### config.mk
export PLATFORM = sky130hd
export DESIGN_NAME = lmem_arbiter
export DESIGN_NICKNAME = d
export VERILOG_FILES = /design/src/rtl/lmem_arbiter.sv
export SDC_FILE = /design/constraint.sdc
export NUM_CORES = 1
export LEC_CHECK = 0
export ABC_AREA = 1
export CAP_MARGIN = 20
export CELL_PAD_IN_SITES_DETAIL_PLACEMENT = 1
export CELL_PAD_IN_SITES_GLOBAL_PLACEMENT = 2
export CORE_MARGIN = 1.5
export CORE_UTILIZATION = 22
export DETAILED_ROUTE_END_ITERATION = 7
export GPL_TIMING_DRIVEN = 0
export PLACE_DENSITY = 0.92
export SYNTH_ARGS = -nofsm -noshare
export SYNTH_HDL_FRONTEND = slang
export SYNTH_SLANG_ARGS = --single-unit
### constraint.sdc
create_clock -name clk -period 2.2 [get_ports clk]
set_input_delay 0.44 -clock clk [delete_from_list [all_inputs] [get_ports clk]]
set_output_delay 0.44 -clock clk [all_outputs]
set_load 0.01 [all_outputs]
### src/rtl/lmem_arbiter.sv
// Round-robin arbiter sharing the layer-memory port between the conv engine (A)
// and the max-pool engine (B); registered bus outputs, 2-cycle read return.
module lmem_arbiter #(
    parameter int ADDR_W = 12,
    parameter int DATA_W = 20
) (
    input  logic              clk,
    input  logic              reset,

    input  logic              a_req,
    input  logic              a_we,
    input  logic [2:0]        a_sel,
    input  logic [ADDR_W-1:0] a_addr,
    input  logic [DATA_W-1:0] a_wdata,
    output logic              a_gnt,
    output logic              a_rvalid,
    output logic [DATA_W-1:0] a_rdata,

    input  logic              b_req,
    input  logic              b_we,
    input  logic [2:0]        b_sel,
    input  logic [ADDR_W-1:0] b_addr,
    input  logic [DATA_W-1:0] b_wdata,
    output logic              b_gnt,
    output logic              b_rvalid,
    output logic [DATA_W-1:0] b_rdata,

    output logic              cwr,
    output logic              crd,
    output logic [2:0]        csel,
    output logic [ADDR_W-1:0] caddr_wr,
    output logic [ADDR_W-1:0] caddr_rd,
    output logic [DATA_W-1:0] cdata_wr,
    input  logic [DATA_W-1:0] cdata_rd
);

    localparam logic LAST_A = 1'b0;
    localparam logic LAST_B = 1'b1;

    logic              last_q;
    logic              cwr_q, crd_q;
    logic [2:0]        csel_q;
    logic [ADDR_W-1:0] caddr_wr_q, caddr_rd_q;
    logic [DATA_W-1:0] cdata_wr_q;
    logic              rd_tag_q;
    logic              a_rvalid_q, b_rvalid_q;
    logic [DATA_W-1:0] a_rdata_q, b_rdata_q;

    logic              any_gnt;
    logic              g_we;
    logic [2:0]        g_sel;
    logic [ADDR_W-1:0] g_addr;
    logic [DATA_W-1:0] g_wdata;

    // On a tie the port not granted most recently wins.
    always_comb begin
        a_gnt = ~reset & a_req & (~b_req | (last_q == LAST_B));
        b_gnt = ~reset & b_req & (~a_req | (last_q == LAST_A));
        any_gnt = a_gnt | b_gnt;
        g_we    = a_gnt ? a_we    : b_we;
        g_sel   = a_gnt ? a_sel   : b_sel;
        g_addr  = a_gnt ? a_addr  : b_addr;
        g_wdata = a_gnt ? a_wdata : b_wdata;
    end

    always_ff @(posedge clk) begin
        if (reset) begin
            last_q     <= LAST_B;
            cwr_q      <= 1'b0;
            crd_q      <= 1'b0;
            csel_q     <= '0;
            caddr_wr_q <= '0;
            caddr_rd_q <= '0;
            cdata_wr_q <= '0;
            rd_tag_q   <= LAST_A;
            a_rvalid_q <= 1'b0;
            b_rvalid_q <= 1'b0;
            a_rdata_q  <= '0;
            b_rdata_q  <= '0;
        end else begin
            if (a_gnt) begin
                last_q <= LAST_A;
            end else if (b_gnt) begin
                last_q <= LAST_B;
            end

            cwr_q <= any_gnt & g_we;
            crd_q <= any_gnt & ~g_we;
            if (any_gnt) begin
                csel_q <= g_sel;
                if (g_we) begin
                    caddr_wr_q <= g_addr;
                    cdata_wr_q <= g_wdata;
                end else begin
                    caddr_rd_q <= g_addr;
                    rd_tag_q   <= b_gnt ? LAST_B : LAST_A;
                end
            end

            // Tag travels with the read so interleaved returns reach the right port.
            a_rvalid_q <= crd_q & (rd_tag_q == LAST_A);
            b_rvalid_q <= crd_q & (rd_tag_q == LAST_B);
            if (crd_q && rd_tag_q == LAST_A) begin
                a_rdata_q <= cdata_rd;
            end
            if (crd_q && rd_tag_q == LAST_B) begin
                b_rdata_q <= cdata_rd;
            end
        end
    end

    assign cwr      = cwr_q;
    assign crd      = crd_q;
    assign csel     = csel_q;
    assign caddr_wr = caddr_wr_q;
    assign caddr_rd = caddr_rd_q;
    assign cdata_wr = cdata_wr_q;
    assign a_rvalid = a_rvalid_q;
    assign b_rvalid = b_rvalid_q;
    assign a_rdata  = a_rdata_q;
    assign b_rdata  = b_rdata_q;

endmodule

==> Implementation_results.wiki <==
{| class="wikitable"
! Metric !! Value
|-
| Outcome || finished, final reports clean
|-
| Number of nets at the end of the flow || 910
|-
| Worst Setup Slack, final || around 55 ps
|-
| Initial antenna violation count || 1
|-
| Total CTS buffers || 9
|-
| RSZ-0062 raised after global routing || no
|-
| Fmax || 0.466 GHz
|-
| Synth top area cells || sky130_fd_sc_hd__dfxtp_1 (46%), sky130_fd_sc_hd__nor2_1 (16%), sky130_fd_sc_hd__nand2_1 (16%), sky130_fd_sc_hd__o21ai_0 (5.5%), sky130_fd_sc_hd__inv_1 (5.0%)
|-
| Global Route met1 Usage || 0.186
|-
| Vias after detailed routing || approximately 4300
|-
| Commonest non-fill, non-tap cell in the layout || sky130_fd_sc_hd__clkdlybuf4s50_1
|-
| Layer carrying the most global-route usage || met2
|-
| Clock-pin slew on the worst setup and hold paths || 70 ps
|-
| Number of maximum-capacitance violations || 0
|-
| Area taken by flip-flops and latches || 1860 um^2
|-
| Total number of yosys warnings || 0
|-
| Met3 capacity usage during global routing || 0.0533
|-
| Area fraction of the dominant cell type after synthesis || 0.461
|-
| Total standard cell area after synthesis || approximately 4000 um^2
|-
| Synth async-reset ratio || 0
|-
| Die boundary height || between 100 and 150 um
|-
| Layout cell share with drive strength beyond 1 || 0.0549
|-
| Place WS || -593 ps
|-
| WP data required || 1760 ps
|-
| Cells after synthesis || slightly above 600
|-
| Largest clock skew in the final design || around 11 ps
|-
| Leakage Power || 2.95 nW
|-
| Pre-antenna DRT Iters || 4
|-
| Worst reg2reg path depth || 8
|-
| Detailed Place HPWL || between 10000 and 15000 um
|-
| Final hold violation count || 0
|-
| Util after Layout || 0.364
|-
| Final worst path period share || 0.975
|-
| Number of sinks driven by the clock tree || 93
|-
| Depth of the CTS H-tree || 3
|-
| Number of distinct library cell variants in the gate-level netlist after synthesis || 20
|-
| Antenna diode count || 0
|-
| Source-to-sink clock delay at the later pin of the worst-skew pair || 350 ps
|-
| Final RePlAce weighted congestion || about 0.76
|-
| Number of buffers added on ports || 188
|-
| Max Transition Viols Final || 0
|-
| Average cell area after synthesis || ~6.6 um^2
|-
| Area taken by multi-input logic gates || 1790 um^2
|-
| Crit path time final || roughly 2100 ps
|-
| Area of the core || 18000 um^2
|-
| Area growth from synthesis to layout || 61.8%
|-
| Total nets after synthesis || between 700 and 800
|-
| Least-Margin Pin Slew || 589 ps
|-
| Max_slew headroom || 0.608
|-
| Highest fanout seen on the critical path || 18
|-
| Class of the tightest hold or removal check || reg2reg
|-
| Final Routed Wirelength || 14500 um
|-
| Sum of overflow across all layers after global routing || 0
|-
| Number of placed I/O pins || 189
|-
| Top library cells by usage in the layout, fill and taps aside || sky130_fd_sc_hd__clkdlybuf4s50_1 (185), sky130_fd_sc_hd__nor2_1 (177), sky130_fd_sc_hd__nand2_1 (171)
|-
| Total routing resource utilization after global routing || 0.154
|-
| Die W || 139 um
|-
| Post-synth EDFFs || 0
|-
| WHS Path Cells || 2
|-
| Met2 usage in global routing || 0.260
|-
| Buffer type at the clock tree root || sky130_fd_sc_hd__clkbuf_16
|-
| Nature of the critical path endpoint || primary output
|-
| Maximum buffer depth of the clock tree || 2
|-
| Pwr/cell area || roughly 680 nW/um^2
|-
| Starting density of the core || 0.225
|-
| Die Area || 19200 um^2
|-
| Fraction of the yosys area taken by sequential cells || 0.461
|-
| Pin count of the biggest net entering global routing || 19
|-
| Via count of the first global-routing pass || 4380
|-
| Wire length of the first global-routing pass || 23400 um
|-
| Final count of negative-setup-slack endpoints || 0
|-
| Crit path launch type || primary input
|-
| Number of DRC markers in iteration 0 || 128
|-
| CTS tree || done
|-
| Row count || a little under 50
|-
| Peak supply drop || 0.353 mV
|-
| Drt drc || 0
|-
| Layout filler cell count || 2231
|-
| Number of synthesized register bits || 93
|-
| Hold buffers post-CTS || 0
|-
| Number of cells after detailed placement || 1032
|-
| Via count normalized by instance count || 4.11
|-
| Primary FF master, synth || sky130_fd_sc_hd__dfxtp_1
|-
| Number of nets with antenna violations after detailed routing || 0
|-
| Post-route insts no fill || 1048
|-
| Worst path arrival time || 1700 ps
|-
| Dominant cell type by area after synthesis || sky130_fd_sc_hd__dfxtp_1
|-
| Critical path class || in2out
|-
| Wire per inst || 13.9 um
|}
-- path summary, 6_finish.rpt --
check | start | end | slack [ps]
min reg2reg | b_rdata[7] | b_rdata[7] | 480
max reg2reg | last_q | caddr_rd[8] | 510
max | b_req | a_gnt | 60
min | b_rdata[7] | b_rdata[7] | 480
-- layout make-up --
cell class / count / area share
clock buffers: 10 / 0.0366
repair buffers: 189 / 0.289
well taps: 229 / 0.0438
multi-input cells: 433 / 0.274
clock inverters: 6 / 0.0105
plain buffers: 31 / 0.0260
flip-flops and latches: 93 / 0.285
inverters: 57 / 0.0352
-- critical path, cell delays in order --
cell,delay [ps]
sky130_fd_sc_hd__clkdlybuf4s50_1,500
sky130_fd_sc_hd__nand2_1,140
sky130_fd_sc_hd__nand2_2,160
sky130_fd_sc_hd__buf_12,180
sky130_fd_sc_hd__inv_16,60
sky130_fd_sc_hd__clkdlybuf4s15_2,220
-- power by group --
part	switching (mW)	internal, mW	total [mW]	leakage (nW)
logic	0.464	0.486	0.951	2.04
clock network	0.711	0.921	1.63	0.149
registers	0.0563	1.80	1.86	0.762
total	1.23	3.21	4.44	2.95
-- registers in the layout, indices dropped and copies added (netlist names) --
name / cells
a_rdata: 20
b_rdata: 20
cdata_wr: 20
caddr_rd: 12
caddr_wr: 12
csel: 3
a_rvalid: 1
b_rvalid: 1
crd: 1
cwr: 1
last_q: 1
rd_tag_q: 1
-- through the flow --
stage	setup TNS (ps)	instance area, um^2	total power [mW]	hold slack [ps]
2_1_floorplan	0	4040	2.31	470
3_3_place_gp	-2270	6210	2.84	461
3_5_place_dp	-2410	6210	2.86	473
4_1_cts	0	6540	4.52	489
5_1_grt	0	6540	4.70	503
6_report	0	6540	4.44	484
-- Yosys cell counts, types with 2 or more instances --
| cell type | count |
|---|---|
| sky130_fd_sc_hd__nor2_1 | 177 |
| sky130_fd_sc_hd__nand2_4 | 2 |
| sky130_fd_sc_hd__inv_2 | 2 |
| sky130_fd_sc_hd__nand3_2 | 4 |
| sky130_fd_sc_hd__clkbuf_1 | 17 |
| sky130_fd_sc_hd__o21ai_0 | 44 |
| sky130_fd_sc_hd__nand3_1 | 28 |
| sky130_fd_sc_hd__nand2_2 | 3 |
| sky130_fd_sc_hd__buf_6 | 4 |
| sky130_fd_sc_hd__buf_4 | 3 |
| sky130_fd_sc_hd__buf_1 | 2 |
| sky130_fd_sc_hd__buf_2 | 6 |
| sky130_fd_sc_hd__nand2_1 | 171 |
| sky130_fd_sc_hd__inv_1 | 54 |
| sky130_fd_sc_hd__dfxtp_1 | 93 |
-- per-layer routing --
layer  routed length (um)  up-vias
met2                 6790      114
met1                 6430     1922
met3                 1010       16
met5                   13        -
met4                  272        2
li1                     -     2258
-- logic make-up after synthesis --
kind of cell,after synthesis,synth area share
DFF,93,0.461
and+or+nand+nor,388,0.387
buffers and inverters,89,0.0954
AOI/OAI and AO/OA,45,0.0564
-- what timing repair did --
item | in CTS | in global routing
gates resized for setup | 11 | 0
endpoints found under the setup margin | 2 | 0
hold endpoints to repair | 0 | 0
setup buffers | 1 | 0
Note: power is estimated with default switching activity, not from simulation.
